`config.mk`:
```
export PLATFORM = sky130hd
export DESIGN_NAME = sa_output_lock
export DESIGN_NICKNAME = d
export VERILOG_FILES = /design/src/rtl/vr_alloc_pkg.sv /design/src/rtl/arbiter_top.sv /design/src/rtl/sa_output_lock.sv
export SDC_FILE = /design/constraint.sdc
export NUM_CORES = 1
export LEC_CHECK = 0
export ABC_AREA = 1
export CAP_MARGIN = 20
export CORE_MARGIN = 4
export CORE_UTILIZATION = 50
export DETAILED_ROUTE_END_ITERATION = 16
export PLACE_DENSITY = 0.76
export SLEW_MARGIN = 5
export SYNTH_ARGS = -nofsm -noshare
export SYNTH_HDL_FRONTEND = slang
export SYNTH_HIERARCHICAL = 1
export SYNTH_SLANG_ARGS = --single-unit
```
`constraint.sdc`:
```
create_clock -name clk -period 4 [get_ports clk]
set_clock_uncertainty 0.15 [all_clocks]
set_input_delay 0.4 -clock clk [delete_from_list [all_inputs] [get_ports clk]]
set_output_delay 0.4 -clock clk [all_outputs]
set_load 0.01 [all_outputs]
```
`src/rtl/vr_alloc_pkg.sv`:
```
// ============================================================================
// Module      : vr_alloc_pkg
// Description : Shared switch-allocation types and helpers for the VC router.
// Revision    : 1.0 - initial release
// ============================================================================
`default_nettype none

package vr_alloc_pkg;

  typedef enum logic [0:0] {
    SA_IDLE   = 1'b0,
    SA_LOCKED = 1'b1
  } sa_state_t;

  // Counter must hold the full depth value, not just depth-1.
  function automatic int cred_w(input int depth);
    return $clog2(depth + 1);
  endfunction

endpackage

`default_nettype wire

```
`src/rtl/arbiter_top.sv`:
```
// ============================================================================
// Module      : arbiter_top
// Description : Round-robin arbiter; grant is combinational, priority rotates
//               past the winner on every granted cycle.
// Revision    : 1.0 - initial release
// ============================================================================
`default_nettype none

module arbiter_top #(
  parameter int NUM_REQS = 3
) (
  input  logic                clk,
  input  logic                reset,
  input  logic [NUM_REQS-1:0] req,
  output logic [NUM_REQS-1:0] grant
);

  localparam int IDX_W = (NUM_REQS > 1) ? $clog2(NUM_REQS) : 1;
  localparam int SUM_W = IDX_W + 1;
  localparam logic [IDX_W-1:0] C_LAST_IDX = IDX_W'(NUM_REQS - 1);
  localparam logic [SUM_W-1:0] C_NUM_REQS = SUM_W'(NUM_REQS);

  logic [IDX_W-1:0] r_ptr;
  logic [IDX_W-1:0] w_gidx;
  logic             w_found;

  always_comb begin
    logic [SUM_W-1:0] v_sum;
    logic [IDX_W-1:0] v_idx;
    grant   = '0;
    w_gidx  = '0;
    w_found = 1'b0;
    v_sum   = '0;
    v_idx   = '0;
    for (int i = 0; i < NUM_REQS; i++) begin
      v_sum = {1'b0, r_ptr} + SUM_W'(i);
      if (v_sum >= C_NUM_REQS) begin
        v_sum = v_sum - C_NUM_REQS;
      end
      v_idx = v_sum[IDX_W-1:0];
      if (!w_found && req[v_idx]) begin
        w_found      = 1'b1;
        w_gidx       = v_idx;
        grant[v_idx] = 1'b1;
      end
    end
  end

  always_ff @(posedge clk) begin
    if (reset) begin
      r_ptr <= '0;
    end else if (w_found) begin
      r_ptr <= (w_gidx == C_LAST_IDX) ? '0 : w_gidx + IDX_W'(1);
    end
  end

endmodule

`default_nettype wire

```
`src/rtl/sa_output_lock.sv`:
```
// ============================================================================
// Module      : sa_output_lock
// Description : Per-output switch allocation with wormhole lock and credits.
// Revision    : 1.0 - initial release
// ============================================================================
`default_nettype none

module sa_output_lock
  import vr_alloc_pkg::*;
#(
  parameter int NUM_REQS    = 3,
  parameter int NUM_CREDITS = 4,
  parameter int CRED_W      = cred_w(NUM_CREDITS)
) (
  input  logic                clk,
  input  logic                reset,
  input  logic [NUM_REQS-1:0] req_valid,
  input  logic [NUM_REQS-1:0] req_tail,
  input  logic                credit_return,
  output logic [NUM_REQS-1:0] xbar_sel,
  output logic                flit_fire,
  output logic                busy,
  output logic [CRED_W-1:0]   credit_count,
  output logic                err_credit_ovf
);

  localparam logic [CRED_W-1:0] C_MAX_CRED = CRED_W'(NUM_CREDITS);
  localparam logic [CRED_W-1:0] C_ONE      = CRED_W'(1);

  sa_state_t           r_state;
  sa_state_t           w_next_state;
  logic [NUM_REQS-1:0] r_owner;
  logic [NUM_REQS-1:0] w_next_owner;
  logic [NUM_REQS-1:0] w_arb_req;
  logic [NUM_REQS-1:0] w_grant;
  logic [NUM_REQS-1:0] w_gq;
  logic                w_has_credit;
  logic                w_tail;

  assign w_has_credit = (credit_count != '0);
  // Held packets present no request so the arbiter's rotation is untouched.
  assign w_arb_req    = (r_state == SA_IDLE && w_has_credit) ? req_valid : '0;
  assign w_gq         = w_grant & w_arb_req;
  assign w_tail       = |(xbar_sel & req_tail);

  arbiter_top #(
    .NUM_REQS (NUM_REQS)
  ) u_arbiter (
    .clk   (clk),
    .reset (reset),
    .req   (w_arb_req),
    .grant (w_grant)
  );

  always_ff @(posedge clk) begin
    if (reset) begin
      r_state <= SA_IDLE;
      r_owner <= '0;
    end else begin
      r_state <= w_next_state;
      r_owner <= w_next_owner;
    end
  end

  always_comb begin
    w_next_state = r_state;
    w_next_owner = r_owner;
    case (r_state)
      SA_IDLE: begin
        if (flit_fire && !w_tail) begin
          w_next_state = SA_LOCKED;
          w_next_owner = xbar_sel;
        end
      end
      SA_LOCKED: begin
        if (flit_fire && w_tail) begin
          w_next_state = SA_IDLE;
          w_next_owner = '0;
        end
      end
      default: begin
        w_next_state = SA_IDLE;
        w_next_owner = '0;
      end
    endcase
  end

  always_comb begin
    xbar_sel = '0;
    if (!reset) begin
      case (r_state)
        SA_IDLE:   xbar_sel = w_gq;
        SA_LOCKED: if (|(r_owner & req_valid) && w_has_credit) xbar_sel = r_owner;
        default:   xbar_sel = '0;
      endcase
    end
    flit_fire = |xbar_sel;
    busy      = (r_state == SA_LOCKED) && !reset;
  end

  always_ff @(posedge clk) begin
    if (reset) begin
      credit_count   <= C_MAX_CRED;
      err_credit_ovf <= 1'b0;
    end else begin
      case ({flit_fire, credit_return})
        2'b10: credit_count <= credit_count - C_ONE;
        2'b01: begin
          if (credit_count == C_MAX_CRED) begin
            err_credit_ovf <= 1'b1;
          end else begin
            credit_count <= credit_count + C_ONE;
          end
        end
        default: credit_count <= credit_count;
      endcase
    end
  end

  a_xbar_onehot : assert property (@(posedge clk) disable iff (reset) $onehot0(xbar_sel));

endmodule

`default_nettype wire
```
==> metrics.txt <==
status=completed; VDD IR-drop max=around 0.36 mV; Syn-to-layout area delta=22.0%; measured slew at the worst slew-check pin=445 ps; Max-Cap Viols=0; hpwl dp=a little under 2000 um; post-synth net total=approximately 180; share of layout cells above drive strength 1=19.1%; end of the critical path=flit_fire; WP buf/inv=5; PD cells=728 nW/um^2; clock buffer depth=2; Adder-Cell Fraction of Synth Area=a little under 7%; Clock transition at path regs=approximately 60 ps; Syn Inst Count=roughly 160; CP Class=flop to primary output; final setup margin=314 ps; total routed wirelength=roughly 2300 um; Final Util=about two thirds; synth top area cells=dfxtp_1 20%, nand2_1 15%, nand3_1 11%; die area=roughly 2800 sq um; R2R Setup Slk=roughly 520 ps; DRC errors left=0; placed cell count=between 200 and 250; Mapped Area=around 1000 sq um; worst hold path type=flop to flop; top_reg_cell synth=dfxtp_1; hold path depth=2; Tmin final=approximately 3700 ps; post-synthesis register bit count=10; Wirelength per Cell=between 10 and 15 um; reg-to-reg endpoint=credit_count[2]; Setup TNS=0 ps; total power=slightly below 0.9 mW; Critical Path AT=around 3100 ps; compound-cell area share of the yosys netlist=slightly below 9%; multiplexer share of the synthesized area=0%; cells on worst reg2reg path=23; final cycle utilization of the critical path=between 90 and 100%; area share of the largest cell type after synthesis=about 20%; worst path required time=roughly 3500 ps; crit path from=credit_count[0]; CP most frequent cell=nand2_1; Synth Area per Inst=~6.1 sq um; crit path capture type=primary output; leakage=around 0.6 nW; fraction of registers with async set/reset=0%; Slew Viols, Final=0; worst-path maximum fanout=10; hold_buf cts=0; critical path launch point type=flop; Crit path depth=19; Core Rows=15; GR Util All Layers=between 15 and 20%; clk root buf=clkbuf_4; IO Port Bufs=17; clk_lat worst skew=between 200 and 300 ps; GR Overflow Total=0; initial antenna violation count=0; Slew HR=70.2%; Syn. warnings=6; Via-to-Cell Ratio=~5.1; final RePlAce weighted congestion=~0.82; largest net degree at the start of global routing=13; top cells by instance count after synthesis=40 x nand2_1, 24 x inv_1, 22 x nand3_1; num ports=18; CTS Buf Count=3; Max Clock Freq=0.271 GHz; TritonCTS clock tree=built; most frequent cell after synthesis=nand2_1; Num Clock Sinks=10; RSZ-0062 raised after global routing=no; XOR/XNOR Fraction of Synth Area=0%; CP max-delay cell=clkdlybuf4s50_1; first-pass GRT wire length=~4100 um; critical path's top delay family=simple AND/OR/NAND/NOR gates; antenna cells=0; critical-path cell list=nor2_4, nand2_4, nand2_1, nor2_1, inv_2, o21ai_2, nand2_4, inv_4, nand2_1, nand2_1, inv_1, nand2_1, inv_1, nor2_1, nand4_1, nand2_1, nand2_2, nand3_4, clkdlybuf4s50_1; vias=1062; CTS H-Tree Depth=1; register area share after synthesis=around 20%; Yosys top cell by area=dfxtp_1; Cell variety after synth=26; Starting Density=a little under three fifths; pre-CTS setup slack=344 ps; Final Hold Viols=0; # Post-CTS Setup Buffers=0; die width=between 50 and 60 um; worst stage delay on the critical path=about 560 ps; EDFF count, synth=0; worst reg2reg startpoint=credit_count[0]; Initial DRC Count=44; number of global-route vias before repair=1009; core area=approximately 1800 sq um; Antenna Nets Post-Route=0; DRT Pass-1 Iters=4; largest family of logic cells by synthesized area=simple AND/OR/NAND/NOR gates; endpoints failing setup=0; Cell Count, Final, Fillers Out=between 200 and 250; Layout Nets=around 200; simple-gate share of the synthesized area=between 50% and 60%; FILL cells=~180; die height=52.9 um
-- per-stage QoR --
stage	cell area [sq um]	hold slack, ps
after detailed placement	1200	350
after floorplan	1010	319
after CTS	1230	359
after global placement	1200	328
final	1230	358
after global routing	1230	395
-- report_power, final --
part           internal (mW)  leakage [nW]  switching, mW
Combinational          0.252         0.523          0.411
Sequential             0.130        0.0821         0.0367
Clock                 0.0346        0.0138         0.0306
-- layer usage --
layer  up-vias  global-route usage [%]  part of all wire, %
li1        564                       -                    -
met1       467                    25.1                   46
met2        31                    32.6                   47
met3         0                    4.51                  6.9
met4         0                    3.83                    0
met5         -                       0                    0
-- cell usage in the layout, fill, tap and decap left out, drive strengths merged, types with 3 or more instances in the layout --
cell and n:
clkbuf 3, nand3 24, dfxtp 10, nor2 19, o21ai 4, ha 4
nand4 7, a21oi 7, inv 30, nand2 53, clkdlybuf4s50 17
-- sequential cells by signal, indices dropped and copies added, names as in the netlist, named ones only --
| register | flops |
|---|---|
| r_owner | 3 |
| u_arbiter/r_ptr | 2 |
| err_credit_ovf | 1 |
| credit_count | 3 |
-- kinds of logic after synthesis --
group,Yosys count
AOI/OAI and AO/OA,14
adders and majority gates,5
buffers and inverters,31
DFF,10
and+or+nand+nor,104
-- cell type report --
| class | instances | area, sq um | area share [%] |
|---|---|---|---|
| multi-input cells | 123 | 691 | 56.2 |
| flip-flops and latches | 10 | 200 | 16.3 |
| repair buffers | 17 | 170 | 13.8 |
| inverters | 30 | 115 | 9.36 |
| well taps | 25 | 31.3 | 2.54 |
| clock buffers | 3 | 22.5 | 1.83 |
-- how the worst min path moves through the flow --
stage / from / endpoint / slack (ps)
3_5_place_dp: r_owner[0] / r_owner[0] / 350
5_1_grt: r_owner[0] / r_owner[0] / 400
2_1_floorplan: reset / u_arbiter/r_ptr[0] / 320
3_3_place_gp: err_credit_ovf / err_credit_ovf / 330
4_1_cts: r_owner[0] / r_owner[0] / 360
6_report: u_arbiter/r_ptr[1] / u_arbiter/r_ptr[1] / 360
-- repair_timing --
action	in CTS	in global routing
setup endpoints to repair	0	1
hold endpoints to repair	0	0
gates resized for setup	0	1
-- worst register-to-register path, stage by stage (launching register included) --
cell	delay, ps
dfxtp_1	460
nor2_4	90
nand2_4	100
nand2_1	100
nor2_1	290
inv_2	70
o21ai_2	170
nand2_4	110
nand3_1	130
inv_1	70
nand2_1	60
o211ai_1	80
inv_1	60
nor2_1	30
nand4_1	120
nand2_1	90
nand2_2	100
nand3_4	150
nor2_4	150
inv_1	70
fa_1	370
nand3b_1	190
nand3_1	90
nand3_1	70
Note: power is estimated with default switching activity, not from simulation.
